===== src/rtl/instruction_fetch.sv =====
// -----------------------------------------------------------------------------
// instruction_fetch
//
// Fetch stage of the 16-bit processor. Owns the PC, reads instruction words
// from instruction memory with a req/ack handshake, registers each word and
// hands it to decode with a valid/ready handshake.
//
// Handshakes:
//   imem side : imem_req is held high with a stable imem_addr until the cycle
//               in which imem_ack is seen. A request is never withdrawn except
//               by reset.
//   decode    : if_valid/instr/pc_out stay stable until the cycle where
//               if_valid && if_ready. The transfer happens on that rising edge.
//
// Ports:
//   clock, reset_n     clock; asynchronous active-low reset
//   imem_req/addr      instruction-memory read request and word address
//   imem_ack/rdata     memory response (rdata valid while ack=1)
//   if_valid/if_ready  handshake to decode
//   instr, opcode      registered instruction word and its top nibble
//   pc_out, pc_plus1   address of instr and that address + 1 (wraps)
//   redirect/_pc       one-cycle branch redirect and its target
//   halted             fetch stopped after delivering a HALT_OP instruction
//   fsm_state          debug view of the FSM (0=IDLE 1=REQ 2=HOLD 3=HALTED)
// -----------------------------------------------------------------------------
module instruction_fetch #(
    parameter int                ADDR_W   = 16,
    parameter int                DATA_W   = 16,
    parameter logic [ADDR_W-1:0] RESET_PC = '0,
    parameter logic [3:0]        HALT_OP  = 4'b1111
) (
    input  logic              clock,
    input  logic              reset_n,
    output logic              imem_req,
    output logic [ADDR_W-1:0] imem_addr,
    input  logic              imem_ack,
    input  logic [DATA_W-1:0] imem_rdata,
    output logic              if_valid,
    input  logic              if_ready,
    output logic [DATA_W-1:0] instr,
    output logic [3:0]        opcode,
    output logic [ADDR_W-1:0] pc_out,
    output logic [ADDR_W-1:0] pc_plus1,
    input  logic              redirect,
    input  logic [ADDR_W-1:0] redirect_pc,
    output logic              halted,
    output logic [1:0]        fsm_state
);

    typedef enum logic [1:0] {
        S_IDLE   = 2'd0,
        S_REQ    = 2'd1,
        S_HOLD   = 2'd2,
        S_HALTED = 2'd3
    } state_t;

    localparam logic [ADDR_W-1:0] PC_ONE = {{(ADDR_W-1){1'b0}}, 1'b1};

    state_t              state_q,    state_d;
    logic [ADDR_W-1:0]   fetch_pc_q, fetch_pc_d;
    logic [DATA_W-1:0]   instr_q,    instr_d;
    logic [ADDR_W-1:0]   pc_out_q,   pc_out_d;
    logic                valid_q,    valid_d;
    logic                halted_q,   halted_d;
    // A redirect seen while a request is outstanding cannot move imem_addr
    // (the request must stay stable), so the target is parked here until ack.
    logic                pend_q,     pend_d;
    logic [ADDR_W-1:0]   pend_pc_q,  pend_pc_d;

    always_ff @(posedge clock or negedge reset_n) begin
        if (!reset_n) begin
            state_q    <= S_IDLE;
            fetch_pc_q <= RESET_PC;
            instr_q    <= '0;
            pc_out_q   <= RESET_PC;
            valid_q    <= 1'b0;
            halted_q   <= 1'b0;
            pend_q     <= 1'b0;
            pend_pc_q  <= RESET_PC;
        end else begin
            state_q    <= state_d;
            fetch_pc_q <= fetch_pc_d;
            instr_q    <= instr_d;
            pc_out_q   <= pc_out_d;
            valid_q    <= valid_d;
            halted_q   <= halted_d;
            pend_q     <= pend_d;
            pend_pc_q  <= pend_pc_d;
        end
    end

    always_comb begin
        state_d    = state_q;
        fetch_pc_d = fetch_pc_q;
        instr_d    = instr_q;
        pc_out_d   = pc_out_q;
        valid_d    = valid_q;
        halted_d   = halted_q;
        pend_d     = pend_q;
        pend_pc_d  = pend_pc_q;

        case (state_q)
            S_IDLE: begin
                state_d = S_REQ;
                if (redirect) fetch_pc_d = redirect_pc;
            end

            S_REQ: begin
                if (imem_ack) begin
                    if (redirect) begin
                        // Same-cycle redirect beats any parked target.
                        fetch_pc_d = redirect_pc;
                        pend_d     = 1'b0;
                    end else if (pend_q) begin
                        fetch_pc_d = pend_pc_q;
                        pend_d     = 1'b0;
                    end else begin
                        instr_d  = imem_rdata;
                        pc_out_d = fetch_pc_q;
                        valid_d  = 1'b1;
                        state_d  = S_HOLD;
                    end
                end else if (redirect) begin
                    pend_d    = 1'b1;
                    pend_pc_d = redirect_pc;
                end
            end

            S_HOLD: begin
                if (redirect) begin
                    // Squash the held word even if decode is taking it now.
                    valid_d    = 1'b0;
                    fetch_pc_d = redirect_pc;
                    state_d    = S_REQ;
                end else if (if_ready) begin
                    valid_d = 1'b0;
                    if (instr_q[DATA_W-1 -: 4] == HALT_OP) begin
                        halted_d = 1'b1;
                        state_d  = S_HALTED;
                    end else begin
                        fetch_pc_d = pc_out_q + PC_ONE;
                        state_d    = S_REQ;
                    end
                end
            end

            S_HALTED: begin
                if (redirect) begin
                    halted_d   = 1'b0;
                    fetch_pc_d = redirect_pc;
                    state_d    = S_REQ;
                end
            end

            default: state_d = S_IDLE;
        endcase
    end

    // Request is decoded from the state register so an async reset drops it
    // immediately, without waiting for a clock edge.
    assign imem_req  = (state_q == S_REQ);
    assign imem_addr = fetch_pc_q;
    assign if_valid  = valid_q;
    assign instr     = instr_q;
    assign opcode    = instr_q[DATA_W-1 -: 4];
    assign pc_out    = pc_out_q;
    assign pc_plus1  = pc_out_q + PC_ONE;
    assign halted    = halted_q;
    assign fsm_state = state_q;

endmodule


===== config.mk =====
export PLATFORM = sky130hd
export DESIGN_NAME = instruction_fetch
export DESIGN_NICKNAME = d
export VERILOG_FILES = /design/src/rtl/instruction_fetch.sv
export SDC_FILE = /design/constraint.sdc
export NUM_CORES = 1
export LEC_CHECK = 0
export ABC_AREA = 1
export BUFFER_PORTS_ARGS = -buffer_cell sky130_fd_sc_hd__buf_2
export CORE_MARGIN = 10
export CORE_UTILIZATION = 52
export DETAILED_ROUTE_END_ITERATION = 8
export GPL_ROUTABILITY_DRIVEN = 0
export PLACE_DENSITY = 0.87
export REMOVE_ABC_BUFFERS = 1
export SLEW_MARGIN = 20
export SYNTH_ARGS = -nofsm -noshare
export SYNTH_HDL_FRONTEND = slang
export SYNTH_SLANG_ARGS = --single-unit

===== constraint.sdc =====
create_clock -name clock -period 1.97 [get_ports clock]
set_input_delay 0.0985 -clock clock [delete_from_list [all_inputs] [get_ports clock]]
set_output_delay 0.0985 -clock clock [all_outputs]
set_load 0.005 [all_outputs]

==> metrics.txt, run 1 <==
layout cells sized above 1=34.59%; YS warnings=0; Int Pwr=4.473 mW; Crit Path Category=reg -> out; Critical-path top delay cell=dfrtp_2; Clock Sinks=69; sw power=3.191 mW; launch point of the worst reg-to-reg path=fsm_state[0]$_DFFE_PN0P_; DR pass1 iterations=4; Top Family by Delay on Critical Path=flip-flops; Slew HR=72.47%; input/output buffers=109; max cap viols=0; count of different cell masters after synthesis=31; CP bufs+invs=2; core footprint=6832 um2; synthesis-to-layout area growth=29.47%; R2R cell count=10; pwr dens=1608 nW/um2; Mapped Area=3681 um2; Hold Slack=9.816 ps; Max Slew Vio Count=0; Hold Path Depth=2; H-tree depth=3; Final Cycle Share=96.15%; CTS tree=yes; Worst setup EP type=primary output; Hold Crit Class=in -> reg; Longest Clk Path Bufs=2; CTS root buffer=clkbuf_8; Initial Utilization=53.88%; worst r2r dst=imem_addr[10]$_DFFE_PN0P_; Hold Crit Start=redirect_pc[15]; Switching Share=41.64%; Syn Area/Cell=8.723 um2; initial DRC count=185; I/O pins=110; clk slew on worst S/H paths=70 ps; worst ir drop on vdd=0.8263 mV; Vias=3478; CTS buffer count=9; clock latency on the worst-skew pair=340 ps; # nets final=592; drt drc=0; GRT overflow=0; Final Setup Violations=0; Seq cells post-synth=69; combinational share of power=48.7%; register share of total power=35.4%; CP max FO=5; post-route ant nets=0; Die Span X=104.1 um; CP peak stage delay=430 ps; Worst Tran Pin Value=412.5 ps; number of global-route vias before repair=3626; register area share after synthesis=46.91%; Hold Crit Endpoint=pend_pc_q[15]$_DFFE_PN0P_; min Tclk post-route=1894 ps; crit-path cells=ha_2 -> nand3_2 -> inv_1 -> nand2_2 -> o21ai_2 -> and2_1 -> buf_2; wire length per cell=16.66 um; Lkg Pwr=2.416 nW; Fill cells=557; global-route wire length before repair=17810 um; clk_skew=8.138 ps; status=finished, final reports clean; register-to-register setup slack=180 ps; CP required=1870 ps; Final Routed Wirelength=10860 um; Cells after Synth=422; full die area=10840 um2; Crit path arrival time=1800 ps; initial antenna violation count=0; DP HPWL=7712 um; Avg Vias per Cell=5.334; final hold violation count=0; fmax=0.5279 GHz; Finished Core Util=69.76%; die height=104.1 um; Tot GR Track Use=19.62%; # rows=30; Clk pwr share=15.9%; largest net degree at the start of global routing=70; critical path launch point type=flip-flop
## cells in the mapped netlist (all sizes together)
cell / instances / area [um2]
nand2: 113 / 442.9
dfrtp: 69 / 1727
a21oi: 41 / 235.2
inv: 37 / 141.4
o21ai: 33 / 165.2
mux2: 32 / 360.3
nor2: 32 / 166.4
nand3: 18 / 95.09
buf: 14 / 91.33
xor2: 7 / 61.31
clkbuf: 6 / 22.52
ha: 5 / 62.56
nand4: 4 / 40.04
o211ai: 4 / 30.03
and2: 3 / 18.77
o22ai: 2 / 12.51
clkinv: 1 / 3.750
nor3: 1 / 5.000
## cells in the final DEF, fill, tap and decap left out, drive strengths merged
| cell | count |
|---|---|
| dlygate4sd3 | 18 |
| o22ai | 2 |
| mux2 | 32 |
| nand2 | 113 |
| ha | 5 |
| o211ai | 4 |
| inv | 37 |
| buf | 119 |
| clkbuf | 13 |
| nand3 | 18 |
| clkinv | 2 |
| nand4 | 4 |
| bufinv | 1 |
| nor2 | 32 |
| xor2 | 7 |
| and2 | 3 |
| diode | 1 |
| o21ai | 33 |
| a21oi | 41 |
| clkinvlp | 1 |
| nor3 | 1 |
| dfrtp | 69 |
## routing by layer
metal | global-route usage, % | wire [um]
met1 | 23.31 | 4489
met2 | 31.89 | 5253
met3 | 6.691 | 918
met4 | 7.654 | 204
met5 | 0 | 0
## worst reg2reg max path: cells and delay by family, from the launching register on
kind,cells,cell delay (ps)
and+or+nand+nor,6,650
DFF,1,430
AOI/OAI and AO/OA,1,40
adders and majority gates,1,320
buffers and inverters,2,250
## cell families (layout without fill, tap and decap cells)
kind of cell,after synthesis,in the layout,synth area share [%]
simple gates,171,171,20.87
compound gates,80,80,12.03
flops,69,69,46.91
buf+inv,58,191,7.036
mux,32,32,9.789
xor+xnor,7,7,1.666
fa+ha+maj,5,5,1.700
other cells,0,1,0
## repair_timing
action,4_1_cts,5_1_grt
endpoints found under the hold margin,86,0
hold buffers,18,0
buffers inserted,1,0
setup endpoints to repair,2,4
gates resized for setup,3,7
## through the flow
step | cells | setup WS (ps) | area, um2 | total power [mW] | TNS (ps)
floorplan | 402 | 121.0 | 3567 | 4.712 | 0
global placement | 616 | 238.4 | 4338 | 6.175 | 0
detailed placement | 616 | 196.1 | 4338 | 6.347 | 0
CTS | 651 | 47.48 | 4743 | 7.641 | 0
global route | 651 | -40.05 | 4763 | 8.270 | -40.05
finish | 652 | 75.75 | 4766 | 7.664 | 0
## worst max-delay path by stage
stage | startpoint | end | slack (ps) | cells past startpoint
2_1_floorplan | fsm_state[1]$_DFFE_PN0P_ | pend_pc_q[15]$_DFFE_PN0P_ | 120 | 6
3_5_place_dp | fsm_state[0]$_DFFE_PN0P_ | imem_addr[9]$_DFFE_PN0P_ | 200 | 10
5_1_grt | pc_out[0]$_DFFE_PN0P_ | pc_plus1[10] | -40 | 7
6_report | pc_out[0]$_DFFE_PN0P_ | pc_plus1[10] | 80 | 7
3_3_place_gp | fsm_state[1]$_DFFE_PN0P_ | pend_pc_q[15]$_DFFE_PN0P_ | 240 | 7
4_1_cts | pc_out[0]$_DFFE_PN0P_ | pc_plus1[10] | 50 | 7
## final cells by class
cell class	instances	area [um2]	share of cell area, %
flip-flops and latches	69	1729	36.28
clock inverters	3	42.54	0.8926
inverters	38	145.1	3.045
diodes	1	2.502	0.05251
well taps	96	120.1	2.520
clock buffers	13	168.9	3.544
repair buffers	137	838.3	17.59
multi-input cells	295	1719	36.07
## power groups by stage
stage	Clock [mW]	Sequential (mW)	Combinational, mW
floorplan	0	2.65	2.06
finish	1.22	2.71	3.73
CTS	1.23	2.69	3.72
global route	1.29	2.79	4.19
global placement	0	2.65	3.53
detailed placement	0	2.71	3.64
## state kept, by name, summed over array words and instances, names as in the netlist
| name | cells |
|---|---|
| imem_addr | 16 |
| instr | 16 |
| pc_out | 16 |
| pend_pc_q | 16 |
| fsm_state | 2 |
| halted | 1 |
| if_valid | 1 |
| pend_q | 1 |
Note: power is estimated with default switching activity, not from simulation.
==> run 2, diff against run 1 <==
CAP_MARGIN = 0   (was unset)
CORE_UTILIZATION = 35   (was 52)
PLACE_DENSITY = 0.69   (was 0.87)
==> run 2 against run 1 <==
Via count down 1.0%. Clock power about the same. Sequential power about the same. Die area up 39%. Register-to-register slack worse by 99 ps.
==> metrics.txt, run 2 (synthesis results as in run 1) <==
CTS buffer count=9 (unchanged); Longest Clk Path Bufs=2 (unchanged); I/O pins=110 (unchanged); Crit Path Category=reg -> reg; post-place instance area=4360 um2 (+0.52%); Clk pwr share=15.7% (-0.2 points); post-route cell area=4842 um2 (+1.6%); Slew HR=70.52% (-1.9 points); fmax=0.5293 GHz (+0.26%); non-filler cells, final=696 (+6.7%); worst ir drop on vdd=0.8056 mV (-2.5%); die height=122.6 um (+18%); Lkg Pwr=2.429 nW (+0.54%); Crit. Startpoint=fsm_state[0]$_DFFE_PN0P_; # rows=37 (+23%); layout cells sized above 1=35.00% (+0.41 points); Worst setup EP type=flip-flop; global routing's busiest layer=met2; wire length per cell=16.83 um (+1.0%); Int Pwr=4.450 mW (-0.51%); Final Routed Wirelength=11720 um (+7.8%); full die area=15020 um2 (+39%); Hold Crit Class=in -> reg; largest net degree at the start of global routing=70 (unchanged); H-tree depth=3 (unchanged); Sum Neg Setup Slack=0 ps (unchanged); sw power=3.267 mW (+2.4%); Worst Tran Pin Value=441.7 ps (+29.13 ps); DP HPWL=8315 um (+7.8%); Hold Crit Start=redirect_pc[15]; final hold violation count=0 (unchanged); initial DRC count=244 (+32%); status=finished, final reports clean; max cap viols=0 (unchanged); routing usage on met1=16.02% (-7.3 points); drt drc=0 (unchanged); CP max FO=10 (+5); Cell Count Post-Placement=654 (+6.2%); Crit path arrival time=2120 ps (+320 ps); Switching Share=42.34% (+0.69 points); Fill cells=1012 (+82%); register share of total power=35.2% (-0.2 points); number of global-route vias before repair=3639 (+0.36%); Clock Sinks=69 (unchanged); global-route wire length before repair=17930 um (+0.66%); combinational share of power=49.1% (+0.4 points); n_diodes=0 (-1); CTS tree=yes; clock latency on the worst-skew pair=340 ps (about the same); clk slew on worst S/H paths=80 ps (about the same); met3 track demand over resource=6.428% (-0.26 points); Avg Vias per Cell=4.947 (-7.3%); Die Span X=122.6 um (+18%); synthesis-to-layout area growth=31.54%; Tot GR Track Use=14.99% (-4.6 points); Initial Utilization=35.82% (-18 points); slack of the critical path=80.75 ps (+5.001 ps); CTS root buffer=clkbuf_8; Max Slew Vio Count=0 (unchanged); input/output buffers=109 (unchanged); initial antenna violation count=0 (unchanged); core footprint=10280 um2 (+50%); Hold Slack=20.10 ps (+10.29 ps); CP required=2200 ps (+330 ps); GRT met2 Usage=26.88% (-5.0 points); DR pass1 iterations=6 (+2); launch point of the worst reg-to-reg path=fsm_state[0]$_DFFE_PN0P_; Vias=3443 (-1.0%); Setup WS pre-CTS=75.02 ps (-121.0 ps); post-route ant nets=0 (unchanged); commonest non-fill, non-tap cells in the layout=nand2_1, buf_2, dfrtp_1; # nets final=597 (+0.84%); min Tclk post-route=1889 ps (-5.001 ps); total power=7.717 mW (+0.69%); Finished Core Util=47.11% (-23 points); clk_skew=9.543 ps (+1.405 ps); Final Setup Violations=0 (unchanged); GRT overflow=0 (unchanged); Final Cycle Share=95.90% (-0.25 points); critical path launch point type=flip-flop; pwr dens=1594 nW/um2 (-0.90%)
-- run 2: critical path, stage by stage, from the launching register on --
cell,delay (ps)
dfrtp_1,450
inv_1,90
ha_2,260
nand2_8,100
nor2_1,140
nand3_2,180
nand4_4,250
buf_4,170
a21oi_2,30
nand2_1,60
nand2_1,50
-- run 2: cell type report --
type / count / area [um2] / share of cell area (%)
flip-flops and latches: 69 / 1728 / 35.68
clock buffers: 11 / 151.4 / 3.127
multi-input cells: 296 / 1730 / 35.74
clock inverters: 5 / 58.81 / 1.214
inverters: 38 / 145.1 / 2.997
repair buffers: 141 / 858.3 / 17.73
well taps: 136 / 170.2 / 3.514
-- run 2: routing by layer --
layer	share of wire [%]	vias to the layer above	routed length, um
met5	0	-	0
met4	1.5	0	173
met3	10	20	1171
met2	50	147	5883
met1	38	1632	4487
li1	-	1644	-
-- run 2: final timing paths --
check / to / slack [ps] / depth (start not counted)
setup / recovery: imem_addr[7]$_DFFE_PN0P_ / 80 / 10
hold / removal: pend_pc_q[15]$_DFFE_PN0P_ / 20 / 2
setup reg to reg: imem_addr[7]$_DFFE_PN0P_ / 80 / 10
hold reg to reg: pend_pc_q[0]$_DFFE_PN0P_ / 490 / 2
max in group asynchronous: fsm_state[1]$_DFFE_PN0P_ / 1350 / 3
min in group asynchronous: pc_out[6]$_DFFE_PN0P_ / 300 / 3
-- run 2: what timing repair did --
item                                    4_1_cts  5_1_grt
endpoints found under the hold margin        87        0
hold buffers                                 19        0
gates cloned                                  0        1
pin swaps                                     0        1
endpoints found under the setup margin        4       15
setup buffers                                 2        4
gates resized for setup                       0        9
-- run 2: power by group through the flow --
stage | combinational [mW] | sequential, mW | clock (mW)
4_1_cts | 3.68 | 2.69 | 1.25
3_5_place_dp | 3.58 | 2.72 | 0
2_1_floorplan | 2.06 | 2.65 | 0
5_1_grt | 4.25 | 2.81 | 1.32
6_report | 3.79 | 2.72 | 1.21
3_3_place_gp | 3.50 | 2.67 | 0
